`src/rtl/core_seq_ctrl.sv`:
```
// Multi-cycle fetch/execute/memory/write-back sequencer that owns the PC.
// Optional SEQ_PERF_CNT_EN adds 64-bit cycle and retire counters.
module core_seq_ctrl #(
  parameter int ADDR_WIDTH = 32,
  parameter int DATA_WIDTH = 32,
  parameter logic [ADDR_WIDTH-1:0] RESET_PC = 32'h8000_0000,
  parameter int TIMEOUT = 255
) (
  input  logic                  clk,
  input  logic                  rst,
  output logic                  ifu_req_valid,
  input  logic                  ifu_req_ready,
  output logic [ADDR_WIDTH-1:0] ifu_req_addr,
  input  logic                  ifu_resp_valid,
  input  logic [DATA_WIDTH-1:0] ifu_resp_data,
  output logic [DATA_WIDTH-1:0] inst,
  input  logic [1:0]            dec_mem_op,
  input  logic                  dec_halt,
  output logic                  exu_valid,
  input  logic                  exu_wen,
  input  logic [4:0]            exu_waddr,
  input  logic [DATA_WIDTH-1:0] exu_wdata,
  input  logic [ADDR_WIDTH-1:0] exu_next_pc,
  output logic                  lsu_req_valid,
  input  logic                  lsu_req_ready,
  input  logic                  lsu_resp_valid,
  input  logic [DATA_WIDTH-1:0] lsu_rdata,
  output logic                  rf_wen,
  output logic [4:0]            rf_waddr,
  output logic [DATA_WIDTH-1:0] rf_wdata,
  output logic [ADDR_WIDTH-1:0] pc,
  output logic                  retire,
  output logic                  halted,
  output logic                  error
`ifdef SEQ_PERF_CNT_EN
  ,
  output logic [63:0]           cycle_cnt,
  output logic [63:0]           retire_cnt
`endif
);

  typedef enum logic [3:0] {IDLE, F_REQ, F_WAIT, EXEC, M_REQ, M_WAIT, WB, HALT, ERR} state_t;

  localparam logic [7:0] TMAX = 8'(TIMEOUT - 1);

  state_t                state;
  logic [7:0]            timer;
  logic                  cap_wen;
  logic                  cap_load;
  logic [4:0]            cap_waddr;
  logic [DATA_WIDTH-1:0] cap_wdata;
  logic [ADDR_WIDTH-1:0] cap_npc;

  assign ifu_req_addr = pc;
  assign rf_waddr     = cap_waddr;
  assign rf_wdata     = cap_wdata;

  always_ff @(posedge clk or posedge rst) begin
    if (rst) begin
      state         <= IDLE;
      pc            <= RESET_PC;
      inst          <= '0;
      timer         <= '0;
      ifu_req_valid <= 1'b0;
      lsu_req_valid <= 1'b0;
      exu_valid     <= 1'b0;
      rf_wen        <= 1'b0;
      retire        <= 1'b0;
      halted        <= 1'b0;
      error         <= 1'b0;
      cap_wen       <= 1'b0;
      cap_load      <= 1'b0;
      cap_waddr     <= '0;
      cap_wdata     <= '0;
      cap_npc       <= '0;
    end else begin
      // Single-cycle pulses default low; set only on entry to their state.
      exu_valid <= 1'b0;
      rf_wen    <= 1'b0;
      retire    <= 1'b0;
      case (state)
        IDLE: begin
          ifu_req_valid <= 1'b1;
          timer         <= '0;
          state         <= F_REQ;
        end
        F_REQ: begin
          if (ifu_req_ready) begin
            ifu_req_valid <= 1'b0;
            timer         <= '0;
            state         <= F_WAIT;
          end else if (timer == TMAX) begin
            ifu_req_valid <= 1'b0;
            error         <= 1'b1;
            state         <= ERR;
          end else timer <= timer + 8'd1;
        end
        F_WAIT: begin
          if (ifu_resp_valid) begin
            inst      <= ifu_resp_data;
            exu_valid <= 1'b1;
            state     <= EXEC;
          end else if (timer == TMAX) begin
            error <= 1'b1;
            state <= ERR;
          end else timer <= timer + 8'd1;
        end
        EXEC: begin
          cap_waddr <= exu_waddr;
          cap_wdata <= exu_wdata;
          cap_npc   <= exu_next_pc;
          cap_load  <= (dec_mem_op == 2'b01);
          if (dec_halt) begin
            halted <= 1'b1;
            state  <= HALT;
          end else if (dec_mem_op == 2'b01 || dec_mem_op == 2'b10) begin
            cap_wen       <= exu_wen && (dec_mem_op == 2'b01);
            lsu_req_valid <= 1'b1;
            timer         <= '0;
            state         <= M_REQ;
          end else begin
            cap_wen <= exu_wen;
            rf_wen  <= exu_wen && (exu_waddr != 5'd0);
            retire  <= 1'b1;
            state   <= WB;
          end
        end
        M_REQ: begin
          if (lsu_req_ready) begin
            lsu_req_valid <= 1'b0;
            timer         <= '0;
            state         <= M_WAIT;
          end else if (timer == TMAX) begin
            lsu_req_valid <= 1'b0;
            error         <= 1'b1;
            state         <= ERR;
          end else timer <= timer + 8'd1;
        end
        M_WAIT: begin
          if (lsu_resp_valid) begin
            if (cap_load) cap_wdata <= lsu_rdata;
            rf_wen <= cap_wen && (cap_waddr != 5'd0);
            retire <= 1'b1;
            state  <= WB;
          end else if (timer == TMAX) begin
            error <= 1'b1;
            state <= ERR;
          end else timer <= timer + 8'd1;
        end
        WB: begin
          pc            <= cap_npc;
          ifu_req_valid <= 1'b1;
          timer         <= '0;
          state         <= F_REQ;
        end
        default: state <= state;
      endcase
    end
  end

`ifdef SEQ_PERF_CNT_EN
  always_ff @(posedge clk or posedge rst) begin
    if (rst) begin
      cycle_cnt  <= '0;
      retire_cnt <= '0;
    end else begin
      if (state != HALT && state != ERR) cycle_cnt <= cycle_cnt + 64'd1;
      if (retire) retire_cnt <= retire_cnt + 64'd1;
    end
  end
`endif

endmodule

```
`config.mk`:
```
export PLATFORM = sky130hd
export DESIGN_NAME = core_seq_ctrl
export DESIGN_NICKNAME = d
export VERILOG_FILES = /design/src/rtl/core_seq_ctrl.sv
export SDC_FILE = /design/constraint.sdc
export NUM_CORES = 1
export LEC_CHECK = 0
export BUFFER_PORTS_ARGS = -buffer_cell sky130_fd_sc_hd__buf_2
export CORE_AREA = 2 2 125 127
export CTS_BUF_LIST = sky130_fd_sc_hd__clkbuf_4 sky130_fd_sc_hd__clkbuf_8
export CTS_CLUSTER_SIZE = 25
export DETAILED_ROUTE_END_ITERATION = 16
export DIE_AREA = 0 0 127 129
export PLACE_DENSITY = 0.76
export SLEW_MARGIN = 0
export SYNTH_ARGS = -nofsm -noshare
export SYNTH_HDL_FRONTEND = slang
export SYNTH_SLANG_ARGS = --single-unit
```
`constraint.sdc`:
```
create_clock -name clk -period 11.68 [get_ports clk]
set_clock_uncertainty 0.05 [all_clocks]
set_input_delay 1.168 -clock clk [delete_from_list [all_inputs] [get_ports clk]]
set_output_delay 1.168 -clock clk [all_outputs]
set_load 0.005 [all_outputs]
```
# After elaboration in Yosys (flattened, before gate mapping)
# Index checks and enable logic that the tools add are counted.
[op_classes]
add_sub_neg = 1
n_eq_ne = 19
reduce_logical = 21
bitwise = 1
muxes = 43
[ops]
columns = ["cell", "n"]
rows = [
  ["2-to-1 mux 32 bit", 2],
  ["one-hot mux 32 bit (2 select lines)", 1],
  ["2-to-1 mux 8 bit", 7],
  ["one-hot mux 8 bit (6 select lines)", 1],
  ["one-hot mux 4 bit (6 select lines)", 1],
  ["2-to-1 mux 4 bit", 5],
  ["2-to-1 mux 1 bit", 19],
  ["inequality test 2 bit, second input constant", 8],
  ["equality test 4 x 3 -> 1 bit, second input constant", 3],
  ["AND reduction 5 bit", 2],
  ["nonzero test 5 bit", 2],
  ["adder 8 x 1 -> 8 bit, second input constant", 1],
  ["equality test 4 x 2 -> 1 bit, second input constant", 2],
  ["equality test 8 bit, second input constant", 1],
  ["one-hot mux 1 bit (2 select lines)", 4],
  ["AND reduction 2 bit", 4],
  ["inequality test 3 bit, second input constant", 2],
  ["nonzero test 2 bit", 3],
  ["nonzero test 6 bit", 1],
  ["equality test 4 x 1 -> 1 bit, second input constant", 1],
  ["zero test 4 bit", 1],
  ["2-to-1 mux 2 bit", 2],
  ["one-hot mux 1 bit (4 select lines)", 1],
  ["AND reduction 4 bit", 1],
  ["8 further kinds", 10],
]
[totals]
in_bits = 143
out_inout_bits = 140
reg_bits = 154

# Longest topological paths before layout
# Gate-level depths: netlist of run 1.
[logic_depth]
word_depth = 5
ltp_mapped = 9

# Worst setup path before layout of run 1
# OpenSTA, ideal clock, no wires.
[synth_path]
path_kind = "input to register"
startpoint = "input dec_mem_op[1]"
endpoint = "register timer[0]"
n_path_buf = 2
required_ps = 11501
setup_ps = 129
slack_ps = 9062
cell_stages = 8
arrival_ps = 2439
cell_sequence = "inv_1 -> ha_1 -> or2_2 -> a22oi_4 -> and3b_1 -> buf_4 -> buf_6 -> o221ai_2"
[synth_between]
elab_chain_len = 4
word_cells_on_any_way = 5
[synth_rtl]
columns = ["item", "line_no", "text"]
rows = [
  ["from (decl)", "17", "input logic [1:0] dec_mem_op,"],
  ["equality test 2 x 1 -> 1 bit / equality test 2 bit (equally long branches)", "116", "end else if (dec_mem_op == 2'b01 || dec_mem_op == 2'b10) begin"],
  ["logical OR 1 bit (*)", "116", ""],
  ["inequality test 2 bit (no source line) (*)", "n/a", ""],
  ["AND reduction 5 bit (no source line) (*)", "n/a", ""],
  ["to (signal assigned)", "106", "end else timer <= timer + 8'd1;"],
  ["to (signal assigned)", "137", "end else timer <= timer + 8'd1;"],
  ["to (signal assigned)", "148", "end else timer <= timer + 8'd1;"],
  ["to (decl)", "47", "logic [7:0] timer;"],
]
# Every way passes the cells marked *; elsewhere a longest branch is shown, timed or not.
# A chain may end at the register's enable or synchronous reset.

# Final worst setup path of run 1
[layout_path]
startpoint = "register state[1]"
endpoint = "register cap_wdata[24] (netlist: rf_wdata[24])"
[layout_between]
elab_chain_len = 3
word_cells_on_any_way = 7
[layout_rtl]
columns = ["item", "line_no", "text"]
rows = [
  ["from (decl)", "46", "state_t state;"],
  ["from (signal assigned)", "156", "default: state <= state;"],
  ["equality test 4 x 3 -> 1 bit / equality test 4 x 2 -> 1 bit (equally long branches)", "81", "case (state)"],
  ["inequality test 2 bit (no source line) / nonzero test 2 bit (equally long branches)", "n/a", ""],
  ["AND reduction 3 bit (no source line)", "n/a", ""],
  ["to (signal assigned)", "110", "cap_wdata <= exu_wdata;"],
  ["to (signal assigned)", "141", "if (cap_load) cap_wdata <= lsu_rdata;"],
  ["to (decl)", "51", "logic [DATA_WIDTH-1:0] cap_wdata;"],
]
# Parallel ways exist; a longest one is shown, timed or not.

==> impl_metrics.ini, run 1 <==
[power_and_ir_drop]
p_sw_frac = 0.361
power.internal_uw = 1380
p_leak_uw = 0.00417
power_frac_comb = 0.383
power_density_mw_per_mm2 = 255
power_frac_seq = 0.434
peakVddDrop_uv = 117
switchingPower_uw = 781
p_clk_frac = 0.182

[yosys]
syn_area_mm2 = 0.00685
syn_inst = 632
ys_ff_latch = 154
synth-seq-area-share = 0.563
avgSynthCellArea_um2 = 10.8
synthFlopType = dfrtp_1
synth_edf_count = 0
syn_nets = 778
async_flop_share = 1.00
yosysWarnings = 0
ys_types = 46

[timing]
setup_viol = 0
slew_headroom = 0.378
rsz0062_at_grt = no
timing_hold_violations_final = 0
report.final.slew_viol_count = 0
max_freq_mhz = 350
period_share = 0.245
holdWs_ns = 0.422
fin_setup_tns_ns = 0
tightest_slew_ns = 0.933
timing.final.crit_period_ns = 2.86

[clocking]
clk_latency_ns = 0.44
post_cts_buffers = 0
clkTransAtPathRegs_ns = 0.10
clock_sinks = 154
cts_tree = built
cts_root_buf = clkbuf_8
cts_hold_buf = 0
numCtsBuffers = 17
cts_resized = 0
htree_levels = 4
clk_path_buf_depth = 2

[critical_path]
critical_path_required_ns = 11.99
path_class = reg -> reg
critPathLaunchType = flip-flop
path_max_fanout = 64
arrival_ns = 3.17
reg2reg_from = state[1]
r2r_slack_ns = 8.82
worstRegToRegCells = 6
critPathCaptureType = flip-flop
rr_endpoint = rf_wdata[24]

[floorplan]
chipHeight_um = 129
start_util = 0.457
core_area_mm2 = 0.0150
ioPinCount = 283
die-width_um = 127
num_rows = 45
die_area_mm2 = 0.0164

[route]
wl_mm = 15.6
num_vias = 5341
ant_nets = 0
dr.pass1.iters = 5
avgViaCountPerCell = 4.97
wire_per_inst_um = 14.5
drc = 0
drt_iter0_markers = 220

[global_route]
grt_pass1_wl_mm = 24.7
antenna_found_initial = 2
track_usage = 0.189
gr-total-overflow = 0
grt_max_degree = 88
grt_pass1_vias = 5184

[worst_hold_path]
hold_end = halted
min_path_type = reg -> reg
holdCritStartpoint = halted
min_path_cells = 1

[final_layout]
area.growth.synth_to_final_pct = 24.2
nets = 1017
drive_above_1_share = 0.449
fill_cells = 1316
register_area_mm2 = 0.00385
multi_input_area_mm2 = 0.00252
utilization = 0.568

[place]
hpwl_mm = 11.1
portBuffers = 282
place.gp.congestion = 0.857

[status]
outcome = completed

[job]
maxCapViolCount = 0
synthesized netlist by cell type (5+ instances only):
cell type	count	area, um2
mux2i_1	32	320
buf_4	39	293
nor2b_1	5	31.3
dfrtp_1	153	3830
clkbuf_1	11	41.3
mux2_2	64	721
a21oi_1	48	240
nand2_1	134	503
nor2_1	46	173
o21ai_0	13	65.1
buf_2	16	80.1
nand3_1	7	35.0
inv_1	9	33.8
cells by family (layout without fill, tap and decap cells):
group | count (synthesis) | count (layout) | synth area share
and+or+nand+nor | 212 | 212 | 0.129
other | 0 | 2 | 0
DFF | 154 | 154 | 0.563
AOI/OAI and AO/OA | 90 | 90 | 0.0819
muxes | 96 | 96 | 0.152
adders and majority gates | 3 | 3 | 0.00548
buffers and inverters | 77 | 329 | 0.0687
how the worst max path moves through the flow:
stage / start / end / slack [ns] / depth (start not counted)
final: state[1] / rf_wdata[24] / 8.82 / 6
after global placement: dec_mem_op[0] / timer[0] / 8.61 / 7
after CTS: state[0] / rf_wdata[25] / 8.78 / 6
after floorplan: rst / cap_load / 6.31 / 1
after detailed placement: dec_mem_op[0] / timer[1] / 8.53 / 7
after global routing: state[0] / rf_wdata[31] / 8.48 / 6
cell usage in the layout (no fill, tap or decap), drive strengths merged, types with 2 or more instances in the layout:
cell      instances
buf             288
dfrtp           153
nand2           134
mux2             64
a21oi            53
nor2             46
mux2i            32
clkbuf           19
inv              15
o21ai            13
nand3             7
nor2b             5
o31ai             4
o22ai             4
nor3              4
nand2b            3
ha                3
clkinvlp          3
a22oi             3
clkinv            3
diode             2
and4bb            2
and3              2
or4               2
a31oi             2
o211ai            2
o221ai            2
sequential cells by signal, summed over array words and instances, names as in the netlist, 4 cells and up:
signal        flops
rf_waddr          5
cap_npc          32
ifu_req_addr     32
state             4
timer             8
rf_wdata         32
inst             32
power groups by stage:
| stage | registers (uW) | clock network, uW | logic (uW) |
|---|---|---|---|
| final | 940 | 395 | 829 |
| after detailed placement | 950 | 0 | 841 |
| after global placement | 940 | 0 | 816 |
| after floorplan | 929 | 0 | 586 |
| after CTS | 941 | 408 | 844 |
| after global routing | 977 | 431 | 930 |
cell type report:
class,instances,share of cell area
Clock buffer,19,0.0300
Sequential cell,154,0.453
Tap cell,188,0.0277
Antenna cell,2,0.000589
Clock inverter,13,0.0156
Timing Repair Buffer,288,0.171
Multi-Input combinational cell,401,0.297
Inverter,9,0.00456
routing by layer:
metal | share of wire | GRT usage | vias to the layer above
met1 | 0.42 | 0.244 | 2508
met5 | 0.00084 | 0 | -
met3 | 0.086 | 0.0599 | 20
li1 | - | - | 2590
met2 | 0.47 | 0.305 | 221
met4 | 0.015 | 0.0672 | 2
critical path: stages (launching register included):
cell and delay, ns:
dfrtp_1 0.69, and4bb_2 0.96, a21oi_1 0.16, a21oi_4 0.15, buf_4 0.48, nor2_1 0.08, a21oi_1 0.16
per-stage QoR:
step,std cells,power [uW],worst slack [ns],area (um2)
4_1_cts,1072,2190,8.78,8500
3_3_place_gp,1040,1760,8.61,8110
2_1_floorplan,632,1520,6.31,6850
6_report,1074,2160,8.82,8500
5_1_grt,1072,2340,8.48,8500
3_5_place_dp,1040,1790,8.53,8110
Note: power is estimated with default switching activity, not from simulation.
==> run 2, diff against run 1 <==
==> constraint.sdc (replaced) <==
create_clock -name clk -period 2.7 [get_ports clk]
set_clock_uncertainty 0.05 [all_clocks]
set_input_delay 0.27 -clock clk [delete_from_list [all_inputs] [get_ports clk]]
set_output_delay 0.27 -clock clk [all_outputs]
set_load 0.005 [all_outputs]
==> run 2 against run 1 <==
Against the previous run: clock power grew to 4.6 times the previous value; sequential power rose to 4.3 times the previous value; fmax is 26% higher; largest power group unchanged; highest routed layer unchanged.
==> impl_metrics.ini, run 2 (synthesis gave the netlist of run 1 again) <==
[global_route]
grt_pass1_wl_mm = 27.6
grt_max_degree = 74
track_usage = 0.213
antenna_found_initial = 3
gr-total-overflow = 0
grt_pass1_vias = 5558

[clocking]
cts_root_buf = clkbuf_8
clock_sinks = 154
clk_path_buf_depth = 2
cts_tree = built
numCtsBuffers = 17
clkTransAtPathRegs_ns = 0.09
clk_latency_ns = 0.45
htree_levels = 4

[route]
avgViaCountPerCell = 4.97
ant_nets = 0
wire_per_inst_um = 15.0
wl_mm = 17.3
num_vias = 5715
drt_iter0_markers = 284
drc = 0
dr.pass1.iters = 4

[critical_path]
critical_path_required_ns = 3.01
critPathCaptureType = flip-flop
path_max_fanout = 20
arrival_ns = 2.57
path_class = reg -> reg
critPathLaunch = state[1]
reg2reg_from = state[1]
critPathLaunchType = flip-flop

[timing]
report.final.slew_viol_count = 0
fin_setup_tns_ns = 0
timing_hold_violations_final = 0
slew_headroom = 0.578
rsz0062_at_grt = no
holdWs_ns = 0.0448
setup_viol = 0
period_share = 0.840
max_freq_mhz = 441
tightest_slew_ns = 0.633
timing.final.crit_period_ns = 2.27

[power_and_ir_drop]
p_leak_uw = 0.00452
power_density_mw_per_mm2 = 1040
peakVddDrop_uv = 569

[floorplan]
num_rows = 45
chipHeight_um = 129
core_area_mm2 = 0.0150
ioPinCount = 283
start_util = 0.457
die_area_mm2 = 0.0164
die-width_um = 127

[final_layout]
fill_cells = 1207
drive_above_1_share = 0.421
mostFrequentLayoutCells = buf_2 (282), dfrtp_1 (153), nand2_1 (134), dlygate4sd3_1 (70), mux2_2 (64)
nets = 1095
area.growth.synth_to_final_pct = 36.1
register_area_mm2 = 0.00385
final_cells = 1151
multi_input_area_mm2 = 0.00252
mostFrequentLayoutCell = buf_2

[place]
placed_cells = 1048
place.gp.congestion = 0.862
hpwl_mm = 11.6
portBuffers = 282

[job]
maxCapViolCount = 0

[worst_hold_path]
holdCritStartpoint = dec_halt
min_path_type = in -> reg

[status]
outcome = completed
==> run 2: final cells by class <==
type	instances	share of cell area
Sequential cell	154	0.414
Antenna cell	1	0.000269
Clock inverter	14	0.0189
Inverter	9	0.00403
Clock buffer	18	0.0266
Multi-Input combinational cell	401	0.271
Timing Repair Buffer	366	0.241
Tap cell	188	0.0252
==> run 2: worst max-delay path, cell delays in order, from the launching register on <==
cell      delay (ns)
dfrtp_1         0.67
and4bb_2        0.33
a22oi_4         0.22
and3b_1         0.57
nand2_1         0.18
o22ai_1         0.16
==> run 2: metrics by stage <==
step	power, uW	cell area [um2]	setup slack [ns]	util
floorplan	6560	6850	0.436	-
global placement	7650	8190	0.473	0.547
detailed placement	7810	8190	0.423	0.547
CTS	9750	9320	0.445	0.622
global route	10500	9320	0.177	0.622
finish	9700	9320	0.431	0.622
==> run 2: metal layers <==
metal,track usage,wire [um],vias up
li1,-,-,2762
met1,0.266,7190,2697
met2,0.358,8490,229
met3,0.0661,1290,23
met4,0.0627,252,4
met5,0,24,-
==> run 2: repair_timing <==
action                    CTS  global route
setup buffers               0             0
gates resized for setup     0             0
hold buffers               70             0
hold endpoints to repair   93             0
==> run 2: where the power goes <==
| part | total, uW | switching [uW] | internal [uW] | leakage, uW |
|---|---|---|---|---|
| Clock | 1830 | 945 | 887 | 0.000212 |
| Combinational | 3790 | 1860 | 1920 | 0.00249 |
| Sequential | 4080 | 694 | 3380 | 0.00182 |
| Total | 9700 | 3500 | 6190 | 0.00452 |
==> run 2: worst paths after layout <==
kind | to | slack (ns) | cells after the start
max in group asynchronous | rf_wdata[7] | 1.36 | 4
min in group asynchronous | inst[30] | 0.40 | 3
max reg2reg | timer[1] | 0.43 | 5
min reg2reg | halted | 0.41 | 1
min | cap_wen | 0.04 | 2
max | timer[1] | 0.43 | 5
